File: config.mk
export PLATFORM = sky130hd
export DESIGN_NAME = divclk_mon
export DESIGN_NICKNAME = d
export VERILOG_FILES = /design/src/rtl/divclk_mon_pkg.sv /design/src/rtl/divclk_mon_sync.sv /design/src/rtl/divclk_mon.sv
export SDC_FILE = /design/constraint.sdc
export NUM_CORES = 1
export LEC_CHECK = 0
export ABC_AREA = 1
export CORE_UTILIZATION = 40
export DETAILED_ROUTE_END_ITERATION = 8
export PLACE_DENSITY = 0.66
export SKIP_CTS_REPAIR_TIMING = 1
export SLEW_MARGIN = 10
export SYNTH_ARGS = -nofsm -noshare
export SYNTH_HDL_FRONTEND = slang
export SYNTH_SLANG_ARGS = --single-unit
export TNS_END_PERCENT = 20
File: constraint.sdc
create_clock -name mclk -period 3.63 [get_ports mclk]
set_input_delay 0.5445 -clock mclk [delete_from_list [all_inputs] [get_ports mclk]]
set_output_delay 0.5445 -clock mclk [all_outputs]
set_load 0.01 [all_outputs]
File: src/rtl/divclk_mon_pkg.sv
// Shared types and constants for the divided-clock period monitor family.
package divclk_mon_pkg;

  typedef enum logic [1:0] {StIdle, StArm, StMeas} state_e;

  localparam int unsigned CntWDefault = 16;

  // All-ones value of a counter of the given width (saturation point).
  function automatic int unsigned cnt_max(input int unsigned width);
    return (width >= 32) ? 32'hffff_ffff : (32'd1 << width) - 32'd1;
  endfunction

endpackage

File: src/rtl/divclk_mon_sync.sv
// Multi-flop synchroniser for a slow asynchronous signal with a one-cycle rising-edge pulse.
module divclk_mon_sync #(
  parameter int unsigned SYNC_STG = 2
) (
  input  logic mclk,
  input  logic srstz,
  input  logic async_in,
  output logic rise
);

  logic [SYNC_STG-1:0] sync_q;
  logic                dly_q;

  always_ff @(posedge mclk or negedge srstz) begin
    if (!srstz) begin
      sync_q <= '0;
      dly_q  <= 1'b0;
    end else begin
      sync_q <= {sync_q[SYNC_STG-2:0], async_in};
      dly_q  <= sync_q[SYNC_STG-1];
    end
  end

  assign rise = sync_q[SYNC_STG-1] & ~dly_q;

endmodule

File: src/rtl/divclk_mon.sv
// Period monitor: measures the mclk-cycle spacing of clk_in rising edges and flags
// periods outside [lo_lim, hi_lim] or a missing edge (counter saturation).
module divclk_mon
  import divclk_mon_pkg::*;
#(
  parameter int unsigned CNT_W    = CntWDefault,
  parameter int unsigned SYNC_STG = 2
) (
  input  logic             mclk,
  input  logic             srstz,
  input  logic             en,
  input  logic             clk_in,
  input  logic [CNT_W-1:0] lo_lim,
  input  logic [CNT_W-1:0] hi_lim,
  input  logic             clr_err,
  output logic [CNT_W-1:0] period,
  output logic             period_vld,
  output logic             err_fast,
  output logic             err_slow,
  output logic             err_stuck,
  output logic             busy
);

  localparam logic [CNT_W-1:0] CntMax = CNT_W'(cnt_max(CNT_W));
  localparam logic [CNT_W-1:0] CntOne = CNT_W'(1);

  state_e           state_q, state_d;
  logic [CNT_W-1:0] cnt_q, cnt_d;
  logic [CNT_W-1:0] period_q, period_d;
  logic             vld_q, vld_d;
  logic             fast_q, fast_d, slow_q, slow_d, stuck_q, stuck_d;
  logic             rise, sat, set_fast, set_slow, set_stuck;

  divclk_mon_sync #(
    .SYNC_STG(SYNC_STG)
  ) u_sync (
    .mclk    (mclk),
    .srstz   (srstz),
    .async_in(clk_in),
    .rise    (rise)
  );

  assign sat = (cnt_q == CntMax);

  always_comb begin
    state_d   = state_q;
    cnt_d     = cnt_q;
    period_d  = period_q;
    vld_d     = 1'b0;
    set_fast  = 1'b0;
    set_slow  = 1'b0;
    set_stuck = 1'b0;
    // Disabling wins over any coincident edge.
    if (!en) begin
      state_d = StIdle;
      cnt_d   = '0;
    end else begin
      unique case (state_q)
        StIdle: begin
          state_d = StArm;
          cnt_d   = '0;
        end
        StArm: begin
          if (rise) begin
            state_d = StMeas;
            cnt_d   = CntOne;
          end else if (sat) begin
            set_stuck = 1'b1;
            cnt_d     = '0;
          end else begin
            cnt_d = cnt_q + CntOne;
          end
        end
        StMeas: begin
          if (rise) begin
            period_d = cnt_q;
            vld_d    = 1'b1;
            set_fast = (cnt_q < lo_lim);
            set_slow = (cnt_q > hi_lim);
            cnt_d    = CntOne;
          end else if (sat) begin
            // Partial measurement is dropped; re-arm on the next edge.
            set_stuck = 1'b1;
            state_d   = StArm;
            cnt_d     = '0;
          end else begin
            cnt_d = cnt_q + CntOne;
          end
        end
        default: begin
          state_d = StIdle;
          cnt_d   = '0;
        end
      endcase
    end
  end

  // Set has priority over a coincident clear.
  always_comb begin
    fast_d  = set_fast  | (fast_q  & ~clr_err);
    slow_d  = set_slow  | (slow_q  & ~clr_err);
    stuck_d = set_stuck | (stuck_q & ~clr_err);
  end

  always_ff @(posedge mclk or negedge srstz) begin
    if (!srstz) begin
      state_q  <= StIdle;
      cnt_q    <= '0;
      period_q <= '0;
      vld_q    <= 1'b0;
      fast_q   <= 1'b0;
      slow_q   <= 1'b0;
      stuck_q  <= 1'b0;
    end else begin
      state_q  <= state_d;
      cnt_q    <= cnt_d;
      period_q <= period_d;
      vld_q    <= vld_d;
      fast_q   <= fast_d;
      slow_q   <= slow_d;
      stuck_q  <= stuck_d;
    end
  end

  assign period     = period_q;
  assign period_vld = vld_q;
  assign err_fast   = fast_q;
  assign err_slow   = slow_q;
  assign err_stuck  = stuck_q;
  assign busy       = (state_q != StIdle);

endmodule

# After elaboration in Yosys (flattened, before gate mapping)
# Cells that the tools add are included.
word_totals:
  register_bits: 41
  latchBits: 0
  mem_bits_rw: 0
  romBits: 0
  inputBits: 37
  out_inout_bits: 21
  word_cells: 54
  memories: 0
op_classes:
  add_sub_neg: 1
  mul: 0
  n_div: 0
  magnitude_cmp: 2
  eq_ne: 6
  shift: 0
  mux: 22
  n_bitwise: 9
  n_reduce_logical: 5
ops:
  columns: ["op", "count"]
  rows:
  - ["$mux 16", 4]
  - ["$add 16x1->16 const B", 1]
  - ["$eq 16x16->1 const B", 1]
  - ["$gt 16x16->1", 1]
  - ["$lt 16x16->1", 1]
  - ["$mux 1", 13]
  - ["$ne 3x3->1 const B", 3]
  - ["$mux 2", 4]
  - ["$pmux 2 s3", 1]
  - ["$reduce_and 3->1", 2]
  - ["$and 1x1->1", 4]
  - ["$or 1x1->1", 3]
  - ["$eq 2x1->1 const B", 1]
  - ["$eq 2x2->1 const B", 1]
  - ["$logic_not 2->1", 1]
  - ["$not 1->1", 2]
  - ["$reduce_bool 2->1", 1]
  - ["$reduce_or 2->1", 1]

# Depth between registers and ports, before layout
# Gate-level depths: netlist of the first run.
depth:
  word_depth: 6
  ltp_mapped: 13

# By module
# From an unflattened synthesis of the first run, not the netlist that was laid out.
unflattened:
  cells_unflattened: 340
  area_unflattened_um2: 2722.6
by_module_without_submodules:
  columns: ["mod", "n_inst", "cells_per_inst", "area_per_inst_um2"]
  rows:
  - ["divclk_mon", 1, 335, 2637.5]
  - ["divclk_mon_sync", 1, 5, 85.1]

# Worst setup path after synthesis of the first run
# No wires, ideal clock.
synth_path:
  kind: "input to register"
  startpoint: "input hi_lim[7]"
  endpoint: "register slow_q, in the netlist err_slow"
  setup_time_ns: 0.116
  t_arrival_ns: 1.330
  required_time_ns: 3.514
  path_slack_ns: 2.184
  stages: 9
  path_buffers: 0
  cell_sequence: "inv_1 > ha_1 > a21o_1 > nor2_1 > nand2_1 > nand2_1 > nand2_1 > nand2_1 > nand2_1"
synth_between:
  elab_chain_len: 5
synth_lines:
  columns: ["item", "line_no", "source"]
  rows:
  - ["start, declared", "divclk_mon.sv:14", "input logic [CNT_W-1:0] hi_lim,"]
  - ["$gt 16x16->1", "divclk_mon.sv:79", "set_slow = (cnt_q > hi_lim);"]
  - ["$mux 1", "divclk_mon.sv:75", "if (rise) begin"]
  - ["$mux 1", "divclk_mon.sv:58", "unique case (state_q)"]
  - ["$mux 1", "divclk_mon.sv:54", "if (!en) begin"]
  - ["$or 1x1->1", "divclk_mon.sv:101", "slow_d = set_slow | (slow_q & ~clr_err);"]
  - ["named net slow_d", "divclk_mon.sv:31", "logic fast_q, fast_d, slow_q, slow_d, stuck_q, stuck_d;"]
  - ["end signal, assigned", "divclk_mon.sv:120", "slow_q <= slow_d;"]
  - ["end, declared", "divclk_mon.sv:31", null]
# The timed path passes the listed nets, and every way through them passes these cells.
# A chain may end at the register's enable or synchronous reset.

# Worst setup path after layout of the first run
layout_path:
  startpoint: "register state_q[0]"
  endpoint: "output busy"
layout_between:
  elab_chain_len: 1
layout_lines:
  columns: ["item", "line_no", "source"]
  rows:
  - ["start, declared", "divclk_mon.sv:27", "state_e state_q, state_d;"]
  - ["start signal, assigned", "divclk_mon.sv:107", "state_q <= StIdle;"]
  - ["start signal, assigned", "divclk_mon.sv:115", "state_q <= state_d;"]
  - ["$reduce_bool 2->1", "divclk_mon.sv:130", "assign busy = (state_q != StIdle);"]
  - ["end, declared", "divclk_mon.sv:21", "output logic busy"]
# No other way between the ends.

==> flow_summary.ini, run 1 <==
[setup_path]
max_stage_delay_ps = 520
path_class = flop to output pin
worstPathRequired_ps = 3090
cp-end-kind = output pin
critPathArrivalTime_ps = 1550
crit_top_cell = inv_1
critical_path.cell_chain = inv_1, ha_1, inv_1, clkdlybuf4s50_1
start_kind = flop
crit_fanout = 4
crit_slowest_cell = clkdlybuf4s50_1

[synth]
synth_edf_count = 0
ys.flop_type = dfrtp_1
async_flop_share_pct = 100
synth_warnings = 0
synth.distinct_cells = 30
yosysMostFrequentCell = nand2_1
ys_top_cells_by_count = nand2_1, inv_1, dfrtp_1
yosys.area.top_type_share_pct = 38.7
synth_top_area_cell = dfrtp_1
synth.avg_cell_area_sq_um = 8.00
synth-seq-cells = 41
synthCells = 331
ys_seq_area_share_pct = 38.7
syn_area_sq_um = 2650
synthTopCellsByArea = dfrtp_1, ha_1, nand2_1
synth_nets = 404

[drt]
post_drt_wl_per_cell_microns = 11.9
viasPerCell = 4.72
wl_met3_microns = 285
drt_iter0_drc = 77
wl_microns = 5570
routed.top_layer = met4
drc = 0
firstDrtPassIters = 5
wl_met2_microns = 2590
num_vias = 2218
detail-route-antenna-nets = 0
wl_met1_microns = 2640

[floorplan]
start_util_pct = 41.5
fp-row-count = 29
die-area_sq_um = 6950
core_sq_um = 6390
die_x_microns = 83.4
io_pins = 58
die_h_microns = 83.4

[sta]
fin_tns_setup_ps = 0
min_period_over_period_pct = 57.7
fmax_mhz = 477
finalSetupViolations = 0
drv_slew = 0
slew_headroom_pct = 38.4
hold_viol_final = 0
tightest_slew_ps = 924
rsz0062_at_grt = no
fin_skew_ps = 2.40
period_minus_slack_ps = 2100

[clock_tree]
cts_max_level = 2
cts_buffers = 5
clk_latency_ps = 290
path_clk_slew_ps = 80
tritoncts = done
numClockSinks = 41
cts-root-buf = clkbuf_8
cts_buffer_depth = 2

[global_route]
grtUsageTotal_pct = 17.7
grt_max_degree = 42
antenna_found_initial = 0
grt_pass1_wl_microns = 9790
grt_pass1_vias = 2184
gr-total-overflow = 0

[finish]
drive_gt1_share_pct = 6.36
finalInstanceArea_sq_um = 3370
nets = 465
antenna_cells = 0
syn_to_final_growth_pct = 27.3
postLayoutCoreUtil_pct = 52.8

[hold_path]
hp-class = flop to flop

[power]
leakage_uw = 0.00178
power-per-cell-area_nw_per_um2 = 313
peakVddDrop_mv = 0.317

[outcome]
status = completed

[place]
place_congestion = 0.793
numPortBuffers = 57
placement.cell_area_sq_um = 3290
hpwl_microns = 4260

[job]
drv_cap = 0
area by class of cell:
cell class | count | area [sq um]
clock buffer | 6 | 72.6
clock inverter | 2 | 10.0
fill | 630 | 3010
inverter | 59 | 221
multi-input combinational | 227 | 1370
sequential | 41 | 1030
tap | 77 | 96.3
timing repair buffer | 58 | 573
critical path, delay by kind of cell, from the launching register on:
kind / cells / cell delay (ps)
buffers and inverters: 3 / 660
adder cells (fa/ha/maj): 1 / 200
flip-flops: 1 / 400
registers in the layout (all words and copies together) (netlist names):
| register | count |
|---|---|
| period_vld | 1 |
| err_slow | 1 |
| cnt_q | 16 |
| u_sync.sync_q | 2 |
| err_stuck | 1 |
| state_q | 2 |
| u_sync.dly_q | 1 |
| err_fast | 1 |
| period | 16 |
metrics by stage:
step | cells | total power, uW | hold WS [ps] | worst slack, ps
floorplan | 331 | 669 | 249 | 2180
global route | 470 | 1130 | 373 | 1440
global placement | 462 | 774 | 336 | 1490
CTS | 470 | 1070 | 359 | 1510
detailed placement | 462 | 775 | 340 | 1460
finish | 470 | 1060 | 355 | 1530
path summary, 6_finish.rpt:
path / from / to / slack, ps / depth (start not counted)
min: u_sync.sync_q[0]$_DFF_PN0_ / u_sync.sync_q[1]$_DFF_PN0_ / 360 / 0
min in group asynchronous: srstz / state_q[0]$_DFFE_PN0P_ / 380 / 1
max in group asynchronous: srstz / cnt_q[1]$_DFF_PN0_ / 2670 / 1
min reg2reg: u_sync.sync_q[0]$_DFF_PN0_ / u_sync.sync_q[1]$_DFF_PN0_ / 360 / 0
max reg2reg: state_q[0]$_DFFE_PN0P_ / err_slow$_DFF_PN0_ / 1860 / 8
max: state_q[0]$_DFFE_PN0P_ / busy / 1530 / 4
per-layer routing:
layer	global-route usage, %	up-vias
met1	22.9	1004
met5	0	-
met2	30.0	52
li1	-	1156
met4	3.76	0
met3	4.08	6
power breakdown:
part / switching [uW] / leakage, uW / internal, uW
clock: 157 / 0.0000450 / 133
combinational: 141 / 0.00117 / 121
sequential: 22.1 / 0.000563 / 482
cells in the final DEF, fill, tap and decap left out, types with 2 or more instances in the layout:
cell type | Yosys | routed
nand2_1 | 94 | 94
inv_1 | 58 | 58
clkdlybuf4s50_1 | 0 | 56
dfrtp_1 | 41 | 41
ha_1 | 36 | 36
nor2_1 | 30 | 30
a21oi_1 | 14 | 14
o21ai_0 | 10 | 10
xor2_1 | 6 | 6
nand3_1 | 5 | 5
clkbuf_8 | 0 | 5
nand3_2 | 4 | 4
o21ai_1 | 4 | 4
nor3_1 | 3 | 3
nor2_2 | 3 | 3
nand2_2 | 2 | 2
nor2_4 | 2 | 2
a31oi_1 | 2 | 2
nand4_1 | 2 | 2
nand3b_1 | 2 | 2
clkinv_2 | 0 | 2
kinds of logic after synthesis:
group / after synthesis / synth area share [%]
buffers and inverters: 63 / 9.45
flip-flops: 41 / 38.7
AND/OR/NAND/NOR: 152 / 26.2
XOR/XNOR: 7 / 2.31
adder cells (fa/ha/maj): 36 / 17.0
AO/OA/AOI/OAI: 32 / 6.33
No activity file was read; power rests on OpenSTA's default activity.
==> inputs of run 2 (changes only) <==
--- a/config.mk
+++ b/config.mk
@@ -8,7 +8,7 @@
 export ABC_AREA = 1
 export CORE_UTILIZATION = 40
 export DETAILED_ROUTE_END_ITERATION = 8
-export PLACE_DENSITY = 0.66
+export PLACE_DENSITY = 0.68
 export SKIP_CTS_REPAIR_TIMING = 1
 export SLEW_MARGIN = 10
 export SYNTH_ARGS = -nofsm -noshare
==> constraint.sdc (replaced) <==
create_clock -name mclk -period 1.8 [get_ports mclk]
set_input_delay 0.27 -clock mclk [delete_from_list [all_inputs] [get_ports mclk]]
set_output_delay 0.27 -clock mclk [all_outputs]
set_load 0.01 [all_outputs]
==> run 2 against run 1 <==
Via count rose by 1.1%. Design area rose by 4.1%. Sequential power rose by 100%. Total power rose by 130%. Global-route usage rose by 0.56 points. Critical path type is now flop to flop. Largest cell class unchanged.
==> flow_summary.ini, run 2 (synthesized netlist as in run 1, its figures left out) <==
[outcome]
status = completed

[clock_tree]
path_clk_slew_ps = 70
cts_buffer_depth = 2
cts_buffers = 5
cts-root-buf = clkbuf_8
clk_latency_ps = 290
numClockSinks = 41
tritoncts = done
cts_max_level = 2

[setup_path]
rr_endpoint = state_q[1]$_DFFE_PN0P_
critPathBufInv = 2
crit_fanout = 7
crit_top_cell = nand2_1
r2r.worst_path.cells = 9
critPathArrivalTime_ps = 1820
cp-end-kind = flop
start_kind = flop
critPathTopFamily = flip-flops
max_stage_delay_ps = 400
reg2reg_slack_ps = 160
path_class = flop to flop
reg2reg_from = state_q[1]$_DFFE_PN0P_
crit_slowest_cell = dfrtp_1
critical_path.cell_chain = buf_4, ha_1, nand2_1, nor2_2, buf_4, a31oi_1, nand2_1, nand2_1, nand2_1
worstPathRequired_ps = 1980

[sta]
drv_slew = 0
min_period_over_period_pct = 91.1
hold_viol_final = 0
whs_ps = 350
finalSetupViolations = 0
slew_headroom_pct = 69.7
rsz0062_at_grt = no
tightest_slew_ps = 454
fin_skew_ps = 9.51
fmax_mhz = 610
period_minus_slack_ps = 1640

[finish]
syn_to_final_growth_pct = 32.5
antenna_cells = 0
nets = 475
layout_commonest_cell = nand2_1
mostFrequentLayoutCells = nand2_1, inv_1, clkdlybuf4s50_1, dfrtp_1, ha_1
drive_gt1_share_pct = 8.44
instances_no_fill = 480

[global_route]
gr-total-overflow = 0
grt_pass1_vias = 2328
antenna_found_initial = 0
grtUsageTotal_pct = 18.2
grt_pass1_wl_microns = 10300
grt_max_degree = 25

[floorplan]
core_sq_um = 6390
start_util_pct = 41.5
die_h_microns = 83.4
io_pins = 58
fp-row-count = 29
die-area_sq_um = 6950
die_x_microns = 83.4

[place]
numPortBuffers = 57
hpwl_microns = 4560
place_congestion = 0.772
dp.cells = 468

[power]
seqPwrFrac_pct = 42.5
p_switching_uw = 663
leakage_uw = 0.00187
clkPwrFrac_pct = 32.2
peakVddDrop_mv = 0.531
intPower_uw = 1710
swShare_pct = 27.9
power-per-cell-area_nw_per_um2 = 677
pwr-share-comb_pct = 25.3

[drt]
wl_microns = 5840
viasPerCell = 4.67
firstDrtPassIters = 4
post_drt_wl_per_cell_microns = 12.2
drt_iter0_drc = 110
num_vias = 2242
drc = 0
detail-route-antenna-nets = 0

[hold_path]
hold_path_depth = 0
hp-class = flop to flop
hold_end = u_sync.sync_q[1]$_DFF_PN0_
min_from = u_sync.sync_q[0]$_DFF_PN0_

[job]
drv_cap = 0
==> run 2: area by class of cell <==
| type | count | area (sq um) |
|---|---|---|
| sequential | 41 | 1030 |
| clock inverter | 1 | 30.0 |
| inverter | 59 | 221 |
| clock buffer | 7 | 86.3 |
| fill | 590 | 2880 |
| timing repair buffer | 68 | 678 |
| multi-input combinational | 227 | 1370 |
| tap | 77 | 96.3 |
==> run 2: worst max path at each step <==
stage | startpoint | to | slack [ps] | depth (start not counted)
floorplan | cnt_q[1]$_DFF_PN0_ | cnt_q[5]$_DFF_PN0_ | 400 | 7
global placement | hi_lim[7] | err_slow$_DFF_PN0_ | -30 | 10
detailed placement | hi_lim[7] | err_slow$_DFF_PN0_ | -50 | 10
CTS | state_q[0]$_DFFE_PN0P_ | busy | -20 | 4
global route | state_q[1]$_DFFE_PN0P_ | state_q[0]$_DFFE_PN0P_ | 10 | 9
finish | state_q[1]$_DFFE_PN0P_ | state_q[1]$_DFFE_PN0P_ | 160 | 9
==> run 2: metal layers <==
layer	vias to the layer above	global-route usage, %	share of wire, %
li1	1174	-	-
met1	1009	23.0	47
met2	48	31.8	47
met3	11	2.98	4.1
met4	0	5.64	1.8
met5	-	0	0
==> run 2: power groups by stage <==
stage               combinational [uW]  clock, uW  sequential [uW]
floorplan                          315          0             1030
global placement                   545          0             1030
detailed placement                 560          0             1030
CTS                                568        783             1010
global route                       689        824             1020
finish                             602        765             1010
==> run 2: stage by stage <==
step	total power [uW]	TNS, ps	utilization (%)	setup slack (ps)	instance area, sq um
after floorplan	1350	0	-	396	2650
after global placement	1580	-32.2	52.6	-32.2	3360
after detailed placement	1590	-51.8	52.6	-51.8	3360
after CTS	2370	-21.7	54.4	-21.7	3480
after global routing	2530	0	55.0	13.2	3510
final	2380	0	55.0	161	3510
==> inputs of run 3 (changes only) <==
--- a/config.mk
+++ b/config.mk
@@ -6,9 +6,10 @@
 export NUM_CORES = 1
 export LEC_CHECK = 0
 export ABC_AREA = 1
+export CAP_MARGIN = 20
 export CORE_UTILIZATION = 40
 export DETAILED_ROUTE_END_ITERATION = 8
-export PLACE_DENSITY = 0.68
+export PLACE_DENSITY = 0.72
 export SKIP_CTS_REPAIR_TIMING = 1
 export SLEW_MARGIN = 10
 export SYNTH_ARGS = -nofsm -noshare
==> run 3 against run 2 <==
Sequential share of layout area increased by 0.62 points. Total power decreased by 8.1%. Fmax decreased by 1.5%. Register-to-register slack got worse by 20 ps. Clock power decreased by 21%. Critical endpoint is now err_slow$_DFF_PN0_. Flip-flop and latch count unchanged. Count of clock-buffer cells in the layout unchanged. Wire length decreased by 2.2%.
==> flow_summary.ini, run 3 (synthesized netlist as in run 1, its figures left out) <==
[global_route]
grt_pass1_vias = 2281
gr-total-overflow = 0
gr-usage-met3_pct = 3.88
grt_max_degree = 42
antenna_found_initial = 0
grtUsageTotal_pct = 17.8
use_met1_pct = 20.9
busiest_layer = met2
met2_usage_pct = 32.5
grt_pass1_wl_microns = 10000

[drt]
firstDrtPassIters = 4
detail-route-antenna-nets = 0
drc = 0
wl_microns = 5710
num_vias = 2225
drt_iter0_drc = 59
post_drt_wl_per_cell_microns = 12.0
viasPerCell = 4.68

[place]
placement.cell_area_sq_um = 3330
numPortBuffers = 57
place_congestion = 0.781
hpwl_microns = 4440

[power]
seqPwrFrac_pct = 46.3
leakage_uw = 0.00183
clkPwrFrac_pct = 27.7
peakVddDrop_mv = 0.483
fin_total_pwr_uw = 2190
swShare_pct = 29.5
pwr-share-comb_pct = 25.9
p_switching_uw = 645
intPower_uw = 1540
power-per-cell-area_nw_per_um2 = 636

[clock_tree]
path_clk_slew_ps = 70
cts-root-buf = clkbuf_8
cts_max_level = 2
clk_latency_ps = 290
numClockSinks = 41
cts_buffers = 5
tritoncts = done
cts_buffer_depth = 2

[floorplan]
die-area_sq_um = 6950
core_sq_um = 6390
start_util_pct = 41.5
die_x_microns = 83.4
io_pins = 58
die_h_microns = 83.4
fp-row-count = 29

[finish]
nets = 471
drive_gt1_share_pct = 7.29
postLayoutCoreUtil_pct = 53.8
syn_to_final_growth_pct = 29.8
finalInstanceArea_sq_um = 3440
mostFrequentLayoutCells = nand2_1, inv_1, clkdlybuf4s50_1, dfrtp_1, ha_1
antenna_cells = 0
nFillCells = 594
layout_commonest_cell = nand2_1

[sta]
finalSetupViolations = 0
period_minus_slack_ps = 1660
hold_viol_final = 0
tightest_slew_ps = 665
min_period_over_period_pct = 92.4
whs_ps = 351
slew_headroom_pct = 55.6
rsz0062_at_grt = yes
drv_slew = 0
fin_skew_ps = 2.21
fmax_mhz = 601

[outcome]
status = completed

[setup_path]
crit_fanout = 25
path_class = flop to flop
critPathArrivalTime_ps = 1850
worstPathRequired_ps = 1990
start_kind = flop
cp-end-kind = flop

[job]
drv_cap = 0

[hold_path]
hp-class = flop to flop
run 3: metrics by stage:
| stage | worst slack, ps | TNS [ps] | std cells |
|---|---|---|---|
| after floorplan | 396 | 0 | 331 |
| after global placement | -28.6 | -28.6 | 466 |
| after detailed placement | -44.0 | -44.0 | 466 |
| after CTS | -30.6 | -30.6 | 473 |
| after global routing | -49.1 | -150 | 475 |
| final | 136 | 0 | 475 |
run 3: final cells by class:
| class | instances | area (sq um) | area share (%) |
|---|---|---|---|
| tap | 77 | 96.3 | 2.80 |
| multi-input combinational | 227 | 1370 | 39.9 |
| timing repair buffer | 64 | 636 | 18.5 |
| inverter | 59 | 221 | 6.44 |
| sequential | 41 | 1030 | 29.8 |
| clock buffer | 7 | 86.3 | 2.51 |
run 3: worst max-delay path, stage by stage (launching register included):
cell and delay, ps:
dfrtp_1 380, inv_1 80, ha_1 230, nand2_1 90, nor2_2 50, inv_1 480
nor2_1 110, nand2_1 90, nand2_1 50
run 3: path summary, 6_finish.rpt:
path	start	endpoint	slack, ps	depth (start not counted)
max	state_q[0]$_DFFE_PN0P_	err_slow$_DFF_PN0_	140	8
min	u_sync.sync_q[0]$_DFF_PN0_	u_sync.sync_q[1]$_DFF_PN0_	350	0
max reg2reg	state_q[0]$_DFFE_PN0P_	err_slow$_DFF_PN0_	140	8
min reg2reg	u_sync.sync_q[0]$_DFF_PN0_	u_sync.sync_q[1]$_DFF_PN0_	350	0
max in group asynchronous	srstz	period[0]$_DFFE_PN0P_	1140	3
min in group asynchronous	srstz	state_q[1]$_DFFE_PN0P_	460	3
run 3: power by group through the flow:
stage                     Clock, uW  Sequential, uW  Combinational, uW
after detailed placement          0            1030                559
after global routing            642            1020                656
after global placement            0            1030                539
after floorplan                   0            1030                315
final                           606            1010                567
after CTS                       619            1020                563
run 3: routing by layer:
metal  part of all wire, %  wire, microns  vias up
met2                    50           2850       37
met1                    45           2580     1010
li1                      -              -     1173
met3                   4.1            236        5
met5                     0              0        -
met4                  0.96             55        0
